[config.mk]
export PLATFORM = sky130hd
export DESIGN_NAME = adc_dual_capture
export DESIGN_NICKNAME = d
export VERILOG_FILES = /design/src/rtl/adc_capture_pkg.sv /design/src/rtl/adc_decim_acc.sv /design/src/rtl/adc_dual_capture.sv
export SDC_FILE = /design/constraint.sdc
export NUM_CORES = 1
export LEC_CHECK = 0
export CAP_MARGIN = 20
export CORE_MARGIN = 4
export CORE_UTILIZATION = 58
export CTS_BUF_LIST = sky130_fd_sc_hd__clkbuf_8
export DETAILED_ROUTE_END_ITERATION = 8
export PLACE_DENSITY = 0.82
export SLEW_MARGIN = 20
export SYNTH_ARGS = -nofsm -noshare
export SYNTH_HDL_FRONTEND = slang
export SYNTH_HIERARCHICAL = 1
export SYNTH_SLANG_ARGS = --single-unit
[constraint.sdc]
create_clock -name clk -period 3.2 [get_ports clk]
set_input_delay 0.8 -clock clk [delete_from_list [all_inputs] [get_ports clk]]
set_output_delay 0.8 -clock clk [all_outputs]
set_load 0.05 [all_outputs]
[src/rtl/adc_capture_pkg.sv]
// Shared constants and helpers for the dual-channel ADC capture block:
// decimation limit, offset-binary flip mask and full-scale code generation.
package adc_capture_pkg;

  localparam int DECIM_LOG2_MAX = 4;
  localparam int WIDTH_MAX      = 16;

  // XOR mask that turns an offset-binary code into two's complement (MSB flip).
  function automatic logic [WIDTH_MAX-1:0] ob_flip_mask(input int w, input bit offset_bin);
    logic [WIDTH_MAX-1:0] m;
    m = '0;
    if (offset_bin) m[4'(w - 1)] = 1'b1;
    return m;
  endfunction

  function automatic logic [WIDTH_MAX-1:0] fs_pos(input int w);
    return (16'd1 << (w - 1)) - 16'd1;
  endfunction

  function automatic logic [WIDTH_MAX-1:0] fs_neg(input int w);
    return 16'd1 << (w - 1);
  endfunction

endpackage

[src/rtl/adc_decim_acc.sv]
// Per-channel window accumulator: sums qualified samples and, on dump,
// loads the arithmetic-shifted average into a held result register.
module adc_decim_acc
  import adc_capture_pkg::*;
#(
  parameter int WIDTH      = 12,
  parameter int DECIM_LOG2 = 0
) (
  input  logic                    clk,
  input  logic                    rst,
  input  logic                    add_i,
  input  logic                    dump_i,
  input  logic signed [WIDTH-1:0] smp_i,
  output logic        [WIDTH-1:0] res_o
);

  localparam int AW = WIDTH + DECIM_LOG2;

  logic signed [AW-1:0]    sum_q, sum_d;
  logic        [WIDTH-1:0] res_q, res_d;

  // The completing sample is folded in before the shift, so dump sees the full window.
  always_comb begin
    sum_d = sum_q;
    if (add_i) sum_d = sum_q + AW'(smp_i);
    res_d = res_q;
    if (dump_i) res_d = WIDTH'(sum_d >>> DECIM_LOG2);
  end

  always_ff @(posedge clk or posedge rst) begin
    if (rst) begin
      sum_q <= '0;
      res_q <= '0;
    end else begin
      res_q <= res_d;
      sum_q <= dump_i ? '0 : sum_d;
    end
  end

  assign res_o = res_q;

endmodule

[src/rtl/adc_dual_capture.sv]
// Dual-channel ADC capture: mux/parallel input capture, offset-binary conversion,
// 2^DECIM_LOG2 averaging. Optional sticky full-scale flags via ADC_CAPTURE_OVR_EN.
module adc_dual_capture
  import adc_capture_pkg::*;
#(
  parameter int WIDTH      = 12,
  parameter int MUX        = 1,
  parameter int OFFSET_BIN = 0,
  parameter int DECIM_LOG2 = 0
) (
  input  logic             clk,
  input  logic             rst,
  input  logic             en,
  input  logic [WIDTH-1:0] di_a,
  input  logic [WIDTH-1:0] di_b,
  output logic [WIDTH-1:0] dao,
  output logic [WIDTH-1:0] dbo,
  output logic             valid,
  output logic             ovr_a,
  output logic             ovr_b,
  input  logic             ovr_clr
);

  // valid is a one-cycle strobe with no backpressure; dao/dbo are stable until the next strobe.
  localparam int                 CW     = DECIM_LOG2 + 1;
  localparam logic [CW-1:0]      LAST   = CW'((1 << DECIM_LOG2) - 1);
  localparam logic [15:0]        FLIP16 = ob_flip_mask(WIDTH, OFFSET_BIN != 0);
  localparam logic [WIDTH-1:0]   FLIP   = FLIP16[WIDTH-1:0];

  logic [WIDTH-1:0] cap_a, cap_b;

  if (MUX != 0) begin : g_mux
    logic [WIDTH-1:0] hold_a_q;
    logic             unused_di_b;
    // A is presented on the falling edge; hold it until the B half arrives.
    always_ff @(negedge clk or posedge rst) begin
      if (rst) hold_a_q <= '0;
      else     hold_a_q <= di_a;
    end
    assign cap_a       = hold_a_q;
    assign cap_b       = di_a;
    assign unused_di_b = ^di_b;
  end else begin : g_par
    assign cap_a = di_a;
    assign cap_b = di_b;
  end

  logic [WIDTH-1:0] s1_a_q, s1_b_q, s2_a_q, s2_b_q;
  logic             s1_en_q, s2_en_q, valid_q;
  logic [CW-1:0]    cnt_q;
  logic             dump;

  assign dump = s2_en_q && (cnt_q == LAST);

  always_ff @(posedge clk or posedge rst) begin
    if (rst) begin
      s1_a_q  <= '0;
      s1_b_q  <= '0;
      s1_en_q <= 1'b0;
      s2_a_q  <= '0;
      s2_b_q  <= '0;
      s2_en_q <= 1'b0;
      cnt_q   <= '0;
      valid_q <= 1'b0;
    end else begin
      s1_a_q  <= cap_a;
      s1_b_q  <= cap_b;
      s1_en_q <= en;
      s2_a_q  <= s1_a_q ^ FLIP;
      s2_b_q  <= s1_b_q ^ FLIP;
      s2_en_q <= s1_en_q;
      valid_q <= dump;
      if (s2_en_q) cnt_q <= dump ? '0 : cnt_q + 1'b1;
    end
  end

  adc_decim_acc #(.WIDTH(WIDTH), .DECIM_LOG2(DECIM_LOG2)) u_acc_a (
    .clk(clk), .rst(rst), .add_i(s2_en_q), .dump_i(dump), .smp_i(s2_a_q), .res_o(dao)
  );

  adc_decim_acc #(.WIDTH(WIDTH), .DECIM_LOG2(DECIM_LOG2)) u_acc_b (
    .clk(clk), .rst(rst), .add_i(s2_en_q), .dump_i(dump), .smp_i(s2_b_q), .res_o(dbo)
  );

  assign valid = valid_q;

`ifdef ADC_CAPTURE_OVR_EN
  localparam logic [15:0]      POS16  = fs_pos(WIDTH);
  localparam logic [15:0]      NEG16  = fs_neg(WIDTH);
  localparam logic [WIDTH-1:0] FS_POS = POS16[WIDTH-1:0];
  localparam logic [WIDTH-1:0] FS_NEG = NEG16[WIDTH-1:0];

  logic ovr_a_q, ovr_b_q, hit_a, hit_b;

  assign hit_a = s2_en_q && (s2_a_q == FS_POS || s2_a_q == FS_NEG);
  assign hit_b = s2_en_q && (s2_b_q == FS_POS || s2_b_q == FS_NEG);

  // A new full-scale hit outranks a clear issued in the same cycle.
  always_ff @(posedge clk or posedge rst) begin
    if (rst) begin
      ovr_a_q <= 1'b0;
      ovr_b_q <= 1'b0;
    end else begin
      ovr_a_q <= hit_a ? 1'b1 : (ovr_clr ? 1'b0 : ovr_a_q);
      ovr_b_q <= hit_b ? 1'b1 : (ovr_clr ? 1'b0 : ovr_b_q);
    end
  end

  assign ovr_a = ovr_a_q;
  assign ovr_b = ovr_b_q;
`else
  logic unused_ovr_clr;
  assign unused_ovr_clr = ovr_clr;
  assign ovr_a          = 1'b0;
  assign ovr_b          = 1'b0;
`endif

endmodule

[Word-level counts from Yosys, hierarchy flattened]
Index checks and enable logic that the tools add are counted.
Storage, ports and cells
  input bits: 28
  output and inout port bits: 27
  register bits: 112
  logic and storage cells: 23
Operators by class
  bitwise operators: 1
  $add $sub $neg: 3
  reduce and logical (&&, ||, !) cells: 1
  muxes and demuxes: 5
Operator list (number)
  2-to-1 mux 12 bit: 4
  adder 12 bit: 2
  adder 1 bit, second input constant: 1
  logical AND 1 bit: 1
  2-to-1 mux 1 bit: 1
  inverter 1 bit: 1

[Logic depth before layout (Yosys ltp)]
Gate-level depths: netlist (run 1).
  depth after elaboration: 3
  depth in mapped cells: 8
  gate-level depth less buffers: 8

[Hierarchy]
Netlist (run 1), hierarchy kept.
Modules (own cells, without submodules)
  adc_decim_acc: seq. area each 600.6 µm², area an instance 1517.7 µm², cells each 164, times used 2
  adc_dual_capture: seq. area each 1601.5 µm², area an instance 1639.1 µm², cells each 70, times used 1

==> flow_summary.json, run 1 <==
{
  "status": "completed",
  "p_leak_nw": 2.58,
  "numPortBuffers": 39,
  "cts-root-buf": "clkbuf_8",
  "start_util_pct": 60.2,
  "synth-edff-count": 0,
  "endpoint_kind": "register",
  "fp.dieW_um": 97.8,
  "worstSetupPathType": "in2reg",
  "track_usage_pct": 19.7,
  "ant_nets": 0,
  "htreeDepth": 3,
  "cpMaxStageDelayCell": "clkdlybuf4s50_1",
  "final_cell_mix": "dfrtp_1, nor2_1, clkdlybuf4s50_1",
  "fin_skew_ns": 0.0196,
  "power_density_mw_per_mm2": 627,
  "rows": 32,
  "synth.avg_cell_area_sq_um": 11.7,
  "post_cts_buffers": 0,
  "vias": 3133,
  "tns_ns": 0,
  "synth_seq_cells": 112,
  "r2r_cells": 8,
  "route.detailed.drc": 0,
  "cp.required_ns": 1.76,
  "die-area_sq_mm": 0.00956,
  "drt-total-wl_um": 8910,
  "hold_path_class": "reg2reg",
  "drtIter0Drc": 181,
  "cp.arrival_ns": 1.27,
  "ir_worst_vdd_v": 0.000430,
  "path_max_fanout": 2,
  "gp_congestion": 0.877,
  "netlist_area_sq_mm": 0.00467,
  "yosysUniqueCellTypes": 43,
  "crit_family": "buffers and inverters",
  "ys_warn_count": 6,
  "final-setup-viol-count": 0,
  "n_antenna_cell": 0,
  "cts.repair.resized": 0,
  "viasPerCell": 5.73,
  "maxCapViolCount": 0,
  "path_cells": "clkdlybuf4s50_1",
  "critPathLaunchType": "input port",
  "fp.dieH_um": 97.8,
  "cts_tree": "built",
  "grt_antenna_before_repair": 0,
  "slew_headroom_pct": 59.8,
  "async_reset_ff_share_pct": 100,
  "io-pin-count": 55,
  "finalHoldViolations": 0,
  "grt_start_max_net_pins": 46,
  "drive_above_1_share_pct": 7.87,
  "synth_flop_cell": "dfrtp_1",
  "cts-hold-fix-buffers": 0,
  "slew_violations": 0,
  "path_depth": 1,
  "firstDrtPassIters": 4,
  "hold_depth": 0,
  "netlist_instances": 398,
  "final_common_cell": "dfrtp_1",
  "cpPeakStageDelay_ns": 0.47,
  "power_w": 0.00339,
  "hpwlAfterDp_um": 6350,
  "worst_slew_pin_slew_ns": 0.602,
  "numCtsBuffers": 9,
  "grt_pass1_wl_um": 15200,
  "final_net_count": 492,
  "rsz0062_at_grt": "false",
  "path_buf_inv": 1,
  "cts_sinks": 112,
  "grt-ovfl-total": 0,
  "area_delta_synth_final_pct": 15.5,
  "clkLatencyLatePin_ns": 0.36,
  "core_sq_mm": 0.00777,
  "clock_path_buffers": 2,
  "ys_seq_area_share_pct": 60.0,
  "wl_per_cell_um": 16.3,
  "clk_pin_slew_ns": 0.10,
  "grt_pass1_vias": 3262
}
==> cell type report <==
type,instances,area (sq um)
fill,579,2370
clock inverter,7,61.3
clock buffer,9,124
multi-input combinational,256,1760
sequential,112,2800
timing repair buffer,48,470
tap,102,128
inverter,13,52.6
==> kinds of logic after synthesis <==
group / share of synthesized area, %
flops: 60.0
xor+xnor: 1.87
buf+inv: 2.65
simple gates: 12.3
mux: 3.00
compound gates: 13.4
fa+ha+maj: 6.75
other cells: 0.0802
==> flip-flops by register name, summed over array words and instances, names as in the netlist <==
signal         flops
s1_b_q            12
s1_en_q            1
s2_a_q            12
cnt_q              1
u_acc_b/res_o     12
s2_b_q            12
valid              1
u_acc_a/sum_q     12
u_acc_b/sum_q     12
u_acc_a/res_o     12
cap_a             12
s2_en_q            1
s1_a_q            12
==> final timing paths <==
path                                     endpoint              from  slack (ns)
worst max-delay path                    cap_a[10]          di_a[10]        0.49
worst min-delay path                    s2_a_q[6]         s1_a_q[6]        0.35
worst max register to register  u_acc_a/res_o[10]  u_acc_a/sum_q[0]        0.64
worst min register to register          s2_a_q[6]         s1_a_q[6]        0.35
max in group asynchronous                cap_a[8]               rst        0.56
min in group asynchronous              s1_b_q[11]               rst        0.76
==> routing by layer <==
metal	part of all wire [%]	vias to the layer above	global-route usage, %	wire [um]
met1	43	1552	24.9	3800
met2	52	72	34.2	4630
met5	0	-	0	0
li1	-	1495	-	-
met4	1.5	0	6.28	136
met3	3.9	14	4.21	348
==> where the power goes <==
part	internal, W	switching (W)	total (W)
combinational	0.000353	0.000601	0.000953
sequential	0.00156	0.0000884	0.00165
clock	0.000302	0.000480	0.000782
total	0.00222	0.00117	0.00339
==> cell usage after synthesis, types with 3 or more instances <==
| cell type | instances | area [sq um] |
|---|---|---|
| nand3_1 | 18 | 90.1 |
| or4_1 | 4 | 30.0 |
| xnor2_1 | 6 | 52.6 |
| dfrtn_1 | 12 | 300 |
| nor2_1 | 40 | 150 |
| a211oi_1 | 4 | 30.0 |
| a21o_1 | 18 | 135 |
| mux2i_1 | 14 | 140 |
| nor2b_1 | 3 | 18.8 |
| a31oi_1 | 4 | 25.0 |
| dfrtp_1 | 100 | 2500 |
| o21ai_0 | 6 | 30.0 |
| ha_1 | 22 | 275 |
| a22oi_1 | 4 | 30.0 |
| clkbuf_1 | 10 | 37.5 |
| nor4b_1 | 4 | 35.0 |
| inv_1 | 13 | 48.8 |
| xor2_1 | 4 | 35.0 |
| nand4_1 | 4 | 25.0 |
| o2111ai_1 | 4 | 35.0 |
| or3_1 | 8 | 50.1 |
| a21oi_1 | 30 | 150 |
| nand2_1 | 20 | 75.1 |
| and3_1 | 6 | 37.5 |
| buf_1 | 6 | 22.5 |
==> stage by stage <==
stage                     util [%]  hold slack (ns)  worst slack (ns)  instance area (sq um)  std cells
after floorplan                  -            0.331             0.201                   4680        399
after global placement        67.1            0.333             0.171                   5210        531
after detailed placement      67.1            0.335             0.164                   5210        531
after CTS                     69.5            0.359             0.520                   5400        547
after global routing          69.5            0.368             0.497                   5400        547
final                         69.5            0.355             0.495                   5400        547
No activity file was read; power rests on OpenSTA's default activity.
==> inputs of run 2 (changes only) <==
clock period = 2.54 ns   (was 3.2 ns; I/O delays follow)
==> run 2 against run 1 <==
Highest routed layer unchanged. Critical endpoint is now u_acc_b/res_o[10]. Largest power group unchanged. Flip-flop and latch count unchanged. Via count decreased by 0.32%. Global-route usage decreased by 0.096 points. Power increased by 26%. Combinational power increased by 27%.
==> flow_summary.json, run 2 (same netlist as run 1, synthesis figures left out) <==
{
  "status": "completed",
  "rsz0062_at_grt": "false",
  "final_util_pct": 69.9,
  "gp_congestion": 0.880,
  "max_clock_freq_mhz": 402,
  "ir_worst_vdd_v": 0.000455,
  "post-route-period-util_pct": 98.0,
  "setup_ws_ns": 0.0509,
  "clkLatencyLatePin_ns": 0.36,
  "wl_per_cell_um": 15.9,
  "slew_headroom_pct": 60.5,
  "n_antenna_cell": 0,
  "cp.required_ns": 2.80,
  "die-area_sq_mm": 0.00956,
  "holdPathEnd": "s2_a_q[10]",
  "drtIter0Drc": 171,
  "grt-ovfl-total": 0,
  "fp.dieH_um": 97.8,
  "hold_depth": 0,
  "crit_start": "s2_b_q[0]",
  "core_sq_mm": 0.00777,
  "path_max_fanout": 2,
  "final_net_count": 497,
  "nFillCells": 553,
  "viasPerCell": 5.66,
  "grt_antenna_before_repair": 0,
  "post_cts_buffers": 0,
  "power_density_mw_per_mm2": 784,
  "drt-total-wl_um": 8780,
  "track_usage_pct": 19.6,
  "worst_slew_pin_slew_ns": 0.588,
  "start_util_pct": 60.2,
  "clk_pin_slew_ns": 0.10,
  "r2r_slack_ns": 0.05,
  "grt_pass1_wl_um": 15200,
  "reg2reg_to": "u_acc_b/res_o[10]",
  "htreeDepth": 3,
  "clock_path_buffers": 2,
  "r2r_cells": 8,
  "power_w": 0.00426,
  "cts_tree": "built",
  "hold_path_class": "reg2reg",
  "critPathLaunchType": "register",
  "fp.dieW_um": 97.8,
  "cp.arrival_ns": 2.75,
  "instances_no_fill": 552,
  "numPortBuffers": 39,
  "drive_above_1_share_pct": 9.33,
  "ant_nets": 0,
  "firstDrtPassIters": 4,
  "route.detailed.drc": 0,
  "final_cell_mix": "dfrtp_1, nor2_1, clkdlybuf4s50_1",
  "tns_ns": 0,
  "grt_pass1_vias": 3158,
  "endpoint_kind": "register",
  "finalHoldViolations": 0,
  "hpwlAfterDp_um": 6190,
  "cts-hold-fix-buffers": 0,
  "fin_skew_ns": 0.0213,
  "multi_input_area_sq_mm": 0.00176,
  "grt_start_max_net_pins": 46,
  "r2r_start": "s2_b_q[0]",
  "period_minus_slack_ns": 2.49,
  "io-pin-count": 55,
  "cts-root-buf": "clkbuf_8",
  "cts_sinks": 112,
  "dp_slack_ns": -0.0372,
  "maxCapViolCount": 0,
  "dp_cells": 536,
  "seq_area_sq_mm": 0.00280,
  "cts.repair.resized": 0,
  "final_common_cell": "dfrtp_1",
  "slew_violations": 0,
  "final-setup-viol-count": 0,
  "p_leak_nw": 2.58,
  "rows": 32,
  "area_delta_synth_final_pct": 16.2,
  "worstSetupPathType": "reg2reg",
  "vias": 3123,
  "worstHoldStart": "s1_a_q[10]",
  "numCtsBuffers": 9
}
-- run 2: critical path: stages, from the launching register on --
cell      delay [ns]
dfrtp_1         0.39
ha_1            0.24
fa_1            0.43
a21o_1          0.20
a21oi_2         0.19
o211ai_2        0.16
a311oi_2        0.36
mux2i_1         0.14
a211o_1         0.27
-- run 2: final cells by class --
cell class / count / area share (%)
flip-flops and latches: 112 / 51.6
multi-input cells: 256 / 32.4
repair buffers: 53 / 9.35
well taps: 102 / 2.35
clock buffers: 9 / 2.28
clock inverters: 7 / 0.991
inverters: 13 / 0.968
-- run 2: per-layer routing --
metal / track usage, % / vias to the layer above / routed length, um
met1: 26.9 / 1526 / 3910
met5: 0 / - / 0
met4: 6.18 / 0 / 119
met3: 3.64 / 14 / 339
met2: 32.2 / 74 / 4410
li1: - / 1509 / -
-- run 2: worst max path at each step --
stage,endpoint,slack (ns),cells after the start
floorplan,cap_a[0],0.04,1
global placement,cap_a[9],0.004,1
detailed placement,cap_a[8],-0.04,1
CTS,u_acc_b/res_o[10],0.09,8
global route,u_acc_a/res_o[10],0.02,8
finish,u_acc_b/res_o[10],0.05,8
-- run 2: power breakdown --
part           internal [W]  switching, W
clock              0.000366      0.000605
sequential          0.00197      0.000111
combinational      0.000455      0.000754
-- run 2: through the flow --
stage          area, sq um  hold WS, ns
6_report              5430        0.355
5_1_grt               5430        0.374
4_1_cts               5430        0.357
3_5_place_dp          5250        0.336
3_3_place_gp          5250        0.334
2_1_floorplan         4680        0.331
==> inputs of run 3 (changes only) <==
CTS_CLUSTER_SIZE = 10   (was not set)
==> results of run 3 <==
No change in the layout: final DEF, timing and power equal those of run 2.
